--- config.mk ---
export PLATFORM = sky130hd
export DESIGN_NAME = io_handshake_port_flat
export DESIGN_NICKNAME = d
export VERILOG_FILES = /design/src/rtl/io_port_pkg.sv /design/src/rtl/io_handshake_port_if.sv /design/src/rtl/io_handshake_port_rise_detector.sv /design/src/rtl/io_handshake_port.sv /design/src/flat_wrapper.sv
export SDC_FILE = /design/constraint.sdc
export NUM_CORES = 1
export LEC_CHECK = 0
export CAP_MARGIN = 20
export CORE_AREA = 8 8 57 95
export CTS_CLUSTER_DIAMETER = 40
export DETAILED_ROUTE_END_ITERATION = 8
export DIE_AREA = 0 0 65 103
export GPL_ROUTABILITY_DRIVEN = 0
export HOLD_SLACK_MARGIN = 0.03
export PLACE_DENSITY = 0.78
export SLEW_MARGIN = 30
export SYNTH_ARGS = -nofsm -noshare
export SYNTH_HDL_FRONTEND = slang
export SYNTH_SLANG_ARGS = --single-unit
--- constraint.sdc ---
create_clock -name clk -period 2 [get_ports clk]
set_input_delay 0.4 -clock clk [delete_from_list [all_inputs] [get_ports clk]]
set_output_delay 0.4 -clock clk [all_outputs]
set_load 0.02 [all_outputs]
--- src/rtl/io_port_pkg.sv ---
// Shared types for the operator I/O handshake port: FSM state encoding and transfer direction.
// No latency or backpressure; declarations only.
package io_port_pkg;

    typedef enum logic [1:0] {
        IDLE = 2'd0,
        ARM  = 2'd1,
        WAIT = 2'd2,
        DONE = 2'd3
    } io_state_e;

    localparam logic IO_TYPE_IN  = 1'b0;
    localparam logic IO_TYPE_OUT = 1'b1;

    // Arm counter needs one spare bit so it can saturate above ARM_CYCLES-1.
    function automatic int arm_cnt_w(input int arm_cycles);
        return $clog2(arm_cycles) + 1;
    endfunction

endpackage

--- src/rtl/io_handshake_port_if.sv ---
// CPU / operator-panel signal bundle for io_handshake_port.
// No latency; io_pause is the only backpressure toward the CPU.
interface io_handshake_port_if #(
    parameter int DATA_W = 16
);
    logic              button_db;
    logic [DATA_W-1:0] switches;
    logic              io_req;
    logic              io_type;
    logic [DATA_W-1:0] io_wdata;
    logic              io_pause;
    logic [DATA_W-1:0] io_rdata;
    logic              io_done;
    logic [DATA_W-1:0] disp_data;
    logic              disp_valid;
    logic [1:0]        state;

    modport master (
        output button_db, switches, io_req, io_type, io_wdata,
        input  io_pause, io_rdata, io_done, disp_data, disp_valid, state
    );

    modport slave (
        input  button_db, switches, io_req, io_type, io_wdata,
        output io_pause, io_rdata, io_done, disp_data, disp_valid, state
    );
endinterface

--- src/rtl/io_handshake_port_rise_detector.sv ---
// Rising-edge detector on a level already synchronous to clk.
// rise is combinational from the current level and last cycle's level; no backpressure.
module rise_detector (
    input  logic clk,
    input  logic rst,
    input  logic level,
    output logic rise
);
    logic level_q;
    logic level_d;

    always_comb begin
        level_d = level;
    end

    always_ff @(posedge clk or posedge rst) begin
        if (rst) begin
            level_q <= 1'b0;
        end else begin
            level_q <= level_d;
        end
    end

    assign rise = level & ~level_q;
endmodule

--- src/rtl/io_handshake_port.sv ---
// CPU-side responder: stalls the CPU on io_req until an armed button press, then captures switches or shows io_wdata.
// Request to io_done is ARM_CYCLES+2 cycles at best; io_pause holds the CPU for the whole transfer.
module io_handshake_port
    import io_port_pkg::*;
#(
    parameter int DATA_W     = 16,
    parameter int ARM_CYCLES = 4
) (
    input  logic                clk,
    input  logic                rst,
    io_handshake_port_if.slave  port
);
    localparam int                CNT_W    = arm_cnt_w(ARM_CYCLES);
    localparam logic [CNT_W-1:0]  CNT_LAST = CNT_W'(ARM_CYCLES - 1);
    localparam logic [CNT_W-1:0]  CNT_MAX  = '1;

    io_state_e         state_q, state_d;
    logic              type_q, type_d;
    logic [CNT_W-1:0]  cnt_q, cnt_d;
    logic [DATA_W-1:0] rdata_q, rdata_d;
    logic [DATA_W-1:0] disp_q, disp_d;
    logic              dvalid_q, dvalid_d;
    logic              rise;

    rise_detector u_rise (
        .clk   (clk),
        .rst   (rst),
        .level (port.button_db),
        .rise  (rise)
    );

    always_comb begin
        state_d  = state_q;
        type_d   = type_q;
        cnt_d    = cnt_q;
        rdata_d  = rdata_q;
        disp_d   = disp_q;
        dvalid_d = dvalid_q;
        case (state_q)
            IDLE: begin
                if (port.io_req) begin
                    type_d = port.io_type;
                    cnt_d  = '0;
                    if (port.io_type == IO_TYPE_OUT) begin
                        disp_d   = port.io_wdata;
                        dvalid_d = 1'b1;
                    end else begin
                        dvalid_d = 1'b0;
                    end
                    state_d = ARM;
                end
            end
            ARM: begin
                // Any cycle with the button down restarts the release window.
                if (port.button_db) begin
                    cnt_d = '0;
                end else begin
                    if (cnt_q == CNT_LAST) begin
                        state_d = WAIT;
                    end
                    cnt_d = (cnt_q == CNT_MAX) ? cnt_q : cnt_q + CNT_W'(1);
                end
            end
            WAIT: begin
                if (rise) begin
                    if (type_q == IO_TYPE_IN) begin
                        rdata_d = port.switches;
                    end
                    state_d = DONE;
                end
            end
            DONE: begin
                state_d = IDLE;
            end
            default: begin
                state_d = IDLE;
            end
        endcase
    end

    always_ff @(posedge clk or posedge rst) begin
        if (rst) begin
            state_q  <= IDLE;
            type_q   <= IO_TYPE_IN;
            cnt_q    <= '0;
            rdata_q  <= '0;
            disp_q   <= '0;
            dvalid_q <= 1'b0;
        end else begin
            state_q  <= state_d;
            type_q   <= type_d;
            cnt_q    <= cnt_d;
            rdata_q  <= rdata_d;
            disp_q   <= disp_d;
            dvalid_q <= dvalid_d;
        end
    end

    // Pause drops in DONE so the CPU resumes in the same cycle io_done pulses.
    assign port.io_pause   = (state_q == ARM) | (state_q == WAIT) |
                             ((state_q == IDLE) & port.io_req);
    assign port.io_done    = (state_q == DONE);
    assign port.io_rdata   = rdata_q;
    assign port.disp_data  = disp_q;
    assign port.disp_valid = dvalid_q;
    assign port.state      = state_q;
endmodule

--- src/flat_wrapper.sv ---
// flat-port wrapper written by rule: the top's interface ports become plain ports
module io_handshake_port_flat import io_port_pkg::*;
#(
    parameter int DATA_W     = 16,
    parameter int ARM_CYCLES = 4
)
  (clk, rst, port_button_db, port_switches, port_io_req, port_io_type, port_io_wdata, port_io_pause, port_io_rdata, port_io_done, port_disp_data, port_disp_valid, port_state);
  io_handshake_port_if #(.DATA_W(DATA_W)) port_i ();
  input  logic clk;
  input  logic rst;
  input wire logic [$bits(port_i.button_db)-1:0] port_button_db;
  input wire logic [$bits(port_i.switches)-1:0] port_switches;
  input wire logic [$bits(port_i.io_req)-1:0] port_io_req;
  input wire logic [$bits(port_i.io_type)-1:0] port_io_type;
  input wire logic [$bits(port_i.io_wdata)-1:0] port_io_wdata;
  output wire logic [$bits(port_i.io_pause)-1:0] port_io_pause;
  output wire logic [$bits(port_i.io_rdata)-1:0] port_io_rdata;
  output wire logic [$bits(port_i.io_done)-1:0] port_io_done;
  output wire logic [$bits(port_i.disp_data)-1:0] port_disp_data;
  output wire logic [$bits(port_i.disp_valid)-1:0] port_disp_valid;
  output wire logic [$bits(port_i.state)-1:0] port_state;
  assign port_i.button_db = port_button_db;
  assign port_i.switches = port_switches;
  assign port_i.io_req = port_io_req;
  assign port_i.io_type = port_io_type;
  assign port_i.io_wdata = port_io_wdata;
  assign port_io_pause = port_i.io_pause;
  assign port_io_rdata = port_i.io_rdata;
  assign port_io_done = port_i.io_done;
  assign port_disp_data = port_i.disp_data;
  assign port_disp_valid = port_i.disp_valid;
  assign port_state = port_i.state;
  io_handshake_port #(.DATA_W(DATA_W), .ARM_CYCLES(ARM_CYCLES)) u_core (.clk(clk), .rst(rst), .port(port_i));
endmodule
==> metrics.txt, run 1 <==
outcome finished clean; Leak Pwr 0.00116 uW; Buffers on Ports 73; Layout Cells excl Fill 244; vias in the first global route 1400; synthesized area per cell 15.2 um^2; top cells by area in the synthesized netlist dfrtp_1, mux2_2, ha_1; Startpoint Class flip-flop; pwr/cell area 1560 nW/um^2; Tot Pwr 4030 uW; Skew-Pair Late Insertion Delay 280 ps; CTS H-tree lvls 2; # fillers 331; DR vias 1216; kind of critical path reg2out; Via density 4.98; syn_nets 153; crit end category output pin; async set-reset flop share out of synthesis 1.00; drt total wl 4.17 mm; Netlist Area Pre-Place 1640 um^2; initial antenna violation count 0; DRT Pass-1 Iters 6; Fin Setup TNS 0 ps; required time of the worst setup path 1600 ps; Placed Cells incl. Taps 237; synth warn 0; layout cells sized above 1 0.277; WP data arrival 1480 ps; cell accounting for the most synthesized area dfrtp_1; drt wl/cell 17.1 um; part of the cycle the worst path needs 0.941; largest net degree at the start of global routing 21; clk slew on worst S/H paths 70 ps; CTS tree yes; Peak VDD IR 0.000994 V; Longest Clk Path Bufs 2; global route total overflow 0; Max Freq 531 MHz; DRT antenna net count 0; CP Max Fanout 3; top_reg_cell synth dfrtp_1; hold_buf cts 0; placement row count 31; unrepaired setup endpoints after global routing false; worst-margin pin slew 380 ps; die area 6700 um^2; top-count cell post-synth dfrtp_1; Area growth syn-to-layout 57.6%; Slew headroom 0.747; hold slack final 453 ps; NumNets Final 240; DP HPWL 3.47 mm; # setup viols final 0; Slew Limit Fails 0; first-pass GRT wire length 6.71 mm; DR iter-0 viols 16; Synth top area share 0.595; Seq/Total Area, Yosys 0.595; register area 976 um^2; total CTS buffers 5; final hold vios 0; clk sinks 39; Post-Synthesis Cells 108; Initial Utilization 0.403; EDFF count, synth 0; number of synthesized register bits 39; Die Wd 65 um; DRC 0; I/O Pins 74; Post-synth top cells dfrtp_1, mux2_2, ha_1; Die Span Y 103 um; Total GRT Usage 0.130; post-synth cell types 16; n_diodes 0; clk_skew 5.41 ps; Final Critical Period 1880 ps; fin util 0.635; worst min-delay path class in2async; CTS root buf clkbuf_8; max cap viols 0; area of the multi-input gates 626 um^2; Core Area 4070 um^2
==> kinds of logic (layout without fill, tap and decap cells) <==
family / count (synthesis) / count (layout) / synth area share
compound gates: 4 / 4 / 0.0214
fa+ha+maj: 8 / 8 / 0.0610
simple gates: 13 / 13 / 0.0519
mux: 36 / 36 / 0.247
buf+inv: 8 / 95 / 0.0236
flops: 39 / 39 / 0.595
==> critical path: stages (launching register included) <==
cell and delay (ps):
dfrtp_1 380, inv_1 110, ha_1 250, nand2b_1 140, dlygate4sd2_1 320
==> timing repair <==
action                     4_1_cts  5_1_grt
setup endpoints to repair        1        1
resized for setup                1        1
buffers inserted                 0        0
cloned                           0        0
==> layout make-up <==
class / count / share of cell area
Clock inverter: 1 / 0.00194
Timing Repair Buffer: 82 / 0.314
Sequential cell: 39 / 0.378
Clock buffer: 6 / 0.0319
Inverter: 6 / 0.00871
Multi-Input combinational cell: 61 / 0.242
Tap cell: 49 / 0.0237
==> worst paths after layout <==
check / from / end / slack (ps) / cells past startpoint
min in group clk: u_core.port.io_rdata[12] / u_core.port.io_rdata[12] / 510 / 1
max reg2reg: u_core.port.state[1] / u_core.cnt_q[2] / 290 / 6
max in group asynchronous: rst / u_core.port.io_rdata[5] / 1310 / 3
min: rst / u_core.port.disp_data[9] / 450 / 3
max: u_core.port.state[1] / port_io_pause / 120 / 4
min reg2reg: u_core.port.io_rdata[12] / u_core.port.io_rdata[12] / 510 / 1
==> stage by stage <==
| stage | area (um^2) | setup WS [ps] |
|---|---|---|
| floorplan | 1640 | 266 |
| global placement | 2500 | -17.5 |
| detailed placement | 2500 | -12.8 |
| CTS | 2580 | 32.7 |
| global route | 2580 | 36.9 |
| finish | 2580 | 118 |
==> metal layers <==
metal  track usage  wire length (um)
met2         0.238              2210
met4        0.0557                53
met1         0.111              1430
met5             0                 0
met3        0.0729               478
==> power by group <==
part	internal [uW]	leakage (uW)	total, uW	switching [uW]
Sequential	1160	0.000474	1360	197
Combinational	1170	0.000640	2160	996
Clock	270	0.0000470	513	243
Total	2600	0.00116	4030	1440
==> sequential cells by signal (all words and copies together) (netlist names) <==
name / count
u_core.cnt_q: 3
u_core.port.disp_data: 16
u_core.port.disp_valid: 1
u_core.port.io_rdata: 16
u_core.port.state: 2
u_core.u_rise.level_q: 1
==> cells in the final DEF, fill, tap and decap left out, drive strengths merged <==
master,count
o21a,1
dlymetal6s2s,1
nand3,1
a211o,1
dfrtp,39
clkbuf,6
a222oi,1
inv,6
buf,9
nand2,3
nor3b,1
nand2b,5
ha,8
clkinv,1
nor2,2
clkdlybuf4s50,71
mux2,36
a32oi,1
dlygate4sd2,1
and3,1
Power figures use the tool's default switching activity.
==> run 2: changes to the inputs <==
--- a/config.mk
+++ b/config.mk
@@ -5,6 +5,7 @@
 export SDC_FILE = /design/constraint.sdc
 export NUM_CORES = 1
 export LEC_CHECK = 0
+export ABC_CLOCK_PERIOD_IN_PS = 2000
 export CAP_MARGIN = 20
 export CORE_AREA = 8 8 57 95
 export CTS_CLUSTER_DIAMETER = 40
==> results of run 2 <==
Same layout as run 1: the final DEF is identical, and so are final timing and power.
==> run 3: changes to the inputs <==
--- a/config.mk
+++ b/config.mk
@@ -5,15 +5,16 @@
 export SDC_FILE = /design/constraint.sdc
 export NUM_CORES = 1
 export LEC_CHECK = 0
-export ABC_CLOCK_PERIOD_IN_PS = 2000
+export ABC_CLOCK_PERIOD_IN_PS = 2200
 export CAP_MARGIN = 20
-export CORE_AREA = 8 8 57 95
+export CORE_AREA = 8 8 56 92
 export CTS_CLUSTER_DIAMETER = 40
+export CTS_CLUSTER_SIZE = 12
 export DETAILED_ROUTE_END_ITERATION = 8
-export DIE_AREA = 0 0 65 103
+export DIE_AREA = 0 0 64 100
 export GPL_ROUTABILITY_DRIVEN = 0
 export HOLD_SLACK_MARGIN = 0.03
-export PLACE_DENSITY = 0.78
+export PLACE_DENSITY = 0.82
 export SLEW_MARGIN = 30
 export SYNTH_ARGS = -nofsm -noshare
 export SYNTH_HDL_FRONTEND = slang
==> constraint.sdc (replaced) <==
create_clock -name clk -period 2.2 [get_ports clk]
set_input_delay 0.44 -clock clk [delete_from_list [all_inputs] [get_ports clk]]
set_output_delay 0.44 -clock clk [all_outputs]
set_load 0.02 [all_outputs]
==> metrics.txt, run 3 (same netlist as run 1, synthesis figures left out) <==
Fin Setup TNS 0 ps; Peak VDD IR 0.000937 V; max cap viols 0; Via density 4.79; most frequent cells in the layout clkdlybuf4s50_1, dfrtp_1, mux2_2; die area 6400 um^2; first-pass GRT wire length 6.25 mm; Total GRT Usage 0.123; setup ws final 151 ps; worst-margin pin slew 473 ps; DRT antenna net count 0; fin util 0.658; DRC 0; postcts setup bufs 0; commonest non-fill, non-tap cell in the layout clkdlybuf4s50_1; largest net degree at the start of global routing 40; Longest Clk Path Bufs 2; I/O Pins 74; met2 routed WL 2.02 mm; # fillers 301; Hold Path Depth 1; Die Wd 64 um; global route total overflow 0; outcome finished clean; clk slew on worst S/H paths 80 ps; # setup viols final 0; Max Freq 488 MHz; layout cells sized above 1 0.262; DRT Pass-1 Iters 4; CTS tree yes; total CTS buffers 5; highest metal used met4; DR WL met3 374 um; DR vias 1145; Final Critical Period 2050 ps; Skew-Pair Late Insertion Delay 280 ps; part of the cycle the worst path needs 0.931; WP data arrival 1610 ps; vias in the first global route 1297; Initial Utilization 0.424; Area growth syn-to-layout 55.1%; met1 wire length 1.39 mm; required time of the worst setup path 1760 ps; n_diodes 0; Leak Pwr 0.00112 uW; Startpoint Class flip-flop; Slew headroom 0.685; DR iter-0 viols 29; initial antenna violation count 0; CP Max Fanout 6; drt wl/cell 16.1 um; drt total wl 3.84 mm; Core Area 3870 um^2; clk sinks 39; reg2reg path depth 6; Die Span Y 100 um; kind of critical path reg2out; pwr/cell area 1410 nW/um^2; Slew Limit Fails 0; placement row count 30; area of the multi-input gates 626 um^2; clk_skew 8.85 ps; NumNets Final 235; CTS root buf clkbuf_8; Buffers on Ports 73; crit end category output pin; unrepaired setup endpoints after global routing false; register area 976 um^2; final hold vios 0; DP HPWL 3.15 mm; worst min-delay path class reg2reg; hold slack final 507 ps; CTS H-tree lvls 2; worst slack at placement 67.7 ps
run 3: critical path, cell delays in order, from the launching register on:
cell	delay, ps
dfrtp_1	450
inv_1	90
ha_1	320
nand2b_1	150
dlygate4sd2_1	320
run 3: timing repair:
| action | CTS | global route |
|---|---|---|
| hold buffers | 0 | 0 |
| gates resized for setup | 1 | 0 |
| endpoints found under the setup margin | 1 | 0 |
run 3: metal layers:
| layer | global-route usage | vias up |
|---|---|---|
| met4 | 0.0415 | 0 |
| met3 | 0.0614 | 5 |
| met1 | 0.124 | 550 |
| met5 | 0 | - |
| met2 | 0.212 | 53 |
| li1 | - | 537 |
run 3: worst paths after layout:
check | startpoint | endpoint | slack [ps]
hold reg to reg | u_core.port.disp_data[14] | u_core.port.disp_data[14] | 510
max in group asynchronous | rst | u_core.cnt_q[2] | 1280
setup / recovery | u_core.port.state[0] | port_io_pause | 150
hold / removal | u_core.port.disp_data[14] | u_core.port.disp_data[14] | 510
setup reg to reg | u_core.port.state[0] | u_core.cnt_q[2] | 380
min in group asynchronous | rst | u_core.port.io_rdata[12] | 580
run 3: power breakdown:
group | internal [uW] | switching, uW
Clock | 220 | 237
Combinational | 1030 | 868
Sequential | 1050 | 186
run 3: through the flow:
stage / total power, uW / cells / area (um^2)
after global placement: 3130 / 231 / 2460
after CTS: 3660 / 239 / 2540
after detailed placement: 3200 / 231 / 2460
after global routing: 3830 / 239 / 2540
final: 3590 / 239 / 2540
after floorplan: 2240 / 108 / 1640
run 3: area by class of cell:
type | count | area share
Tap cell | 48 | 0.0236
Multi-Input combinational cell | 61 | 0.246
Sequential cell | 39 | 0.383
Clock inverter | 3 | 0.00787
Inverter | 6 | 0.00885
Clock buffer | 5 | 0.0270
Timing Repair Buffer | 77 | 0.303
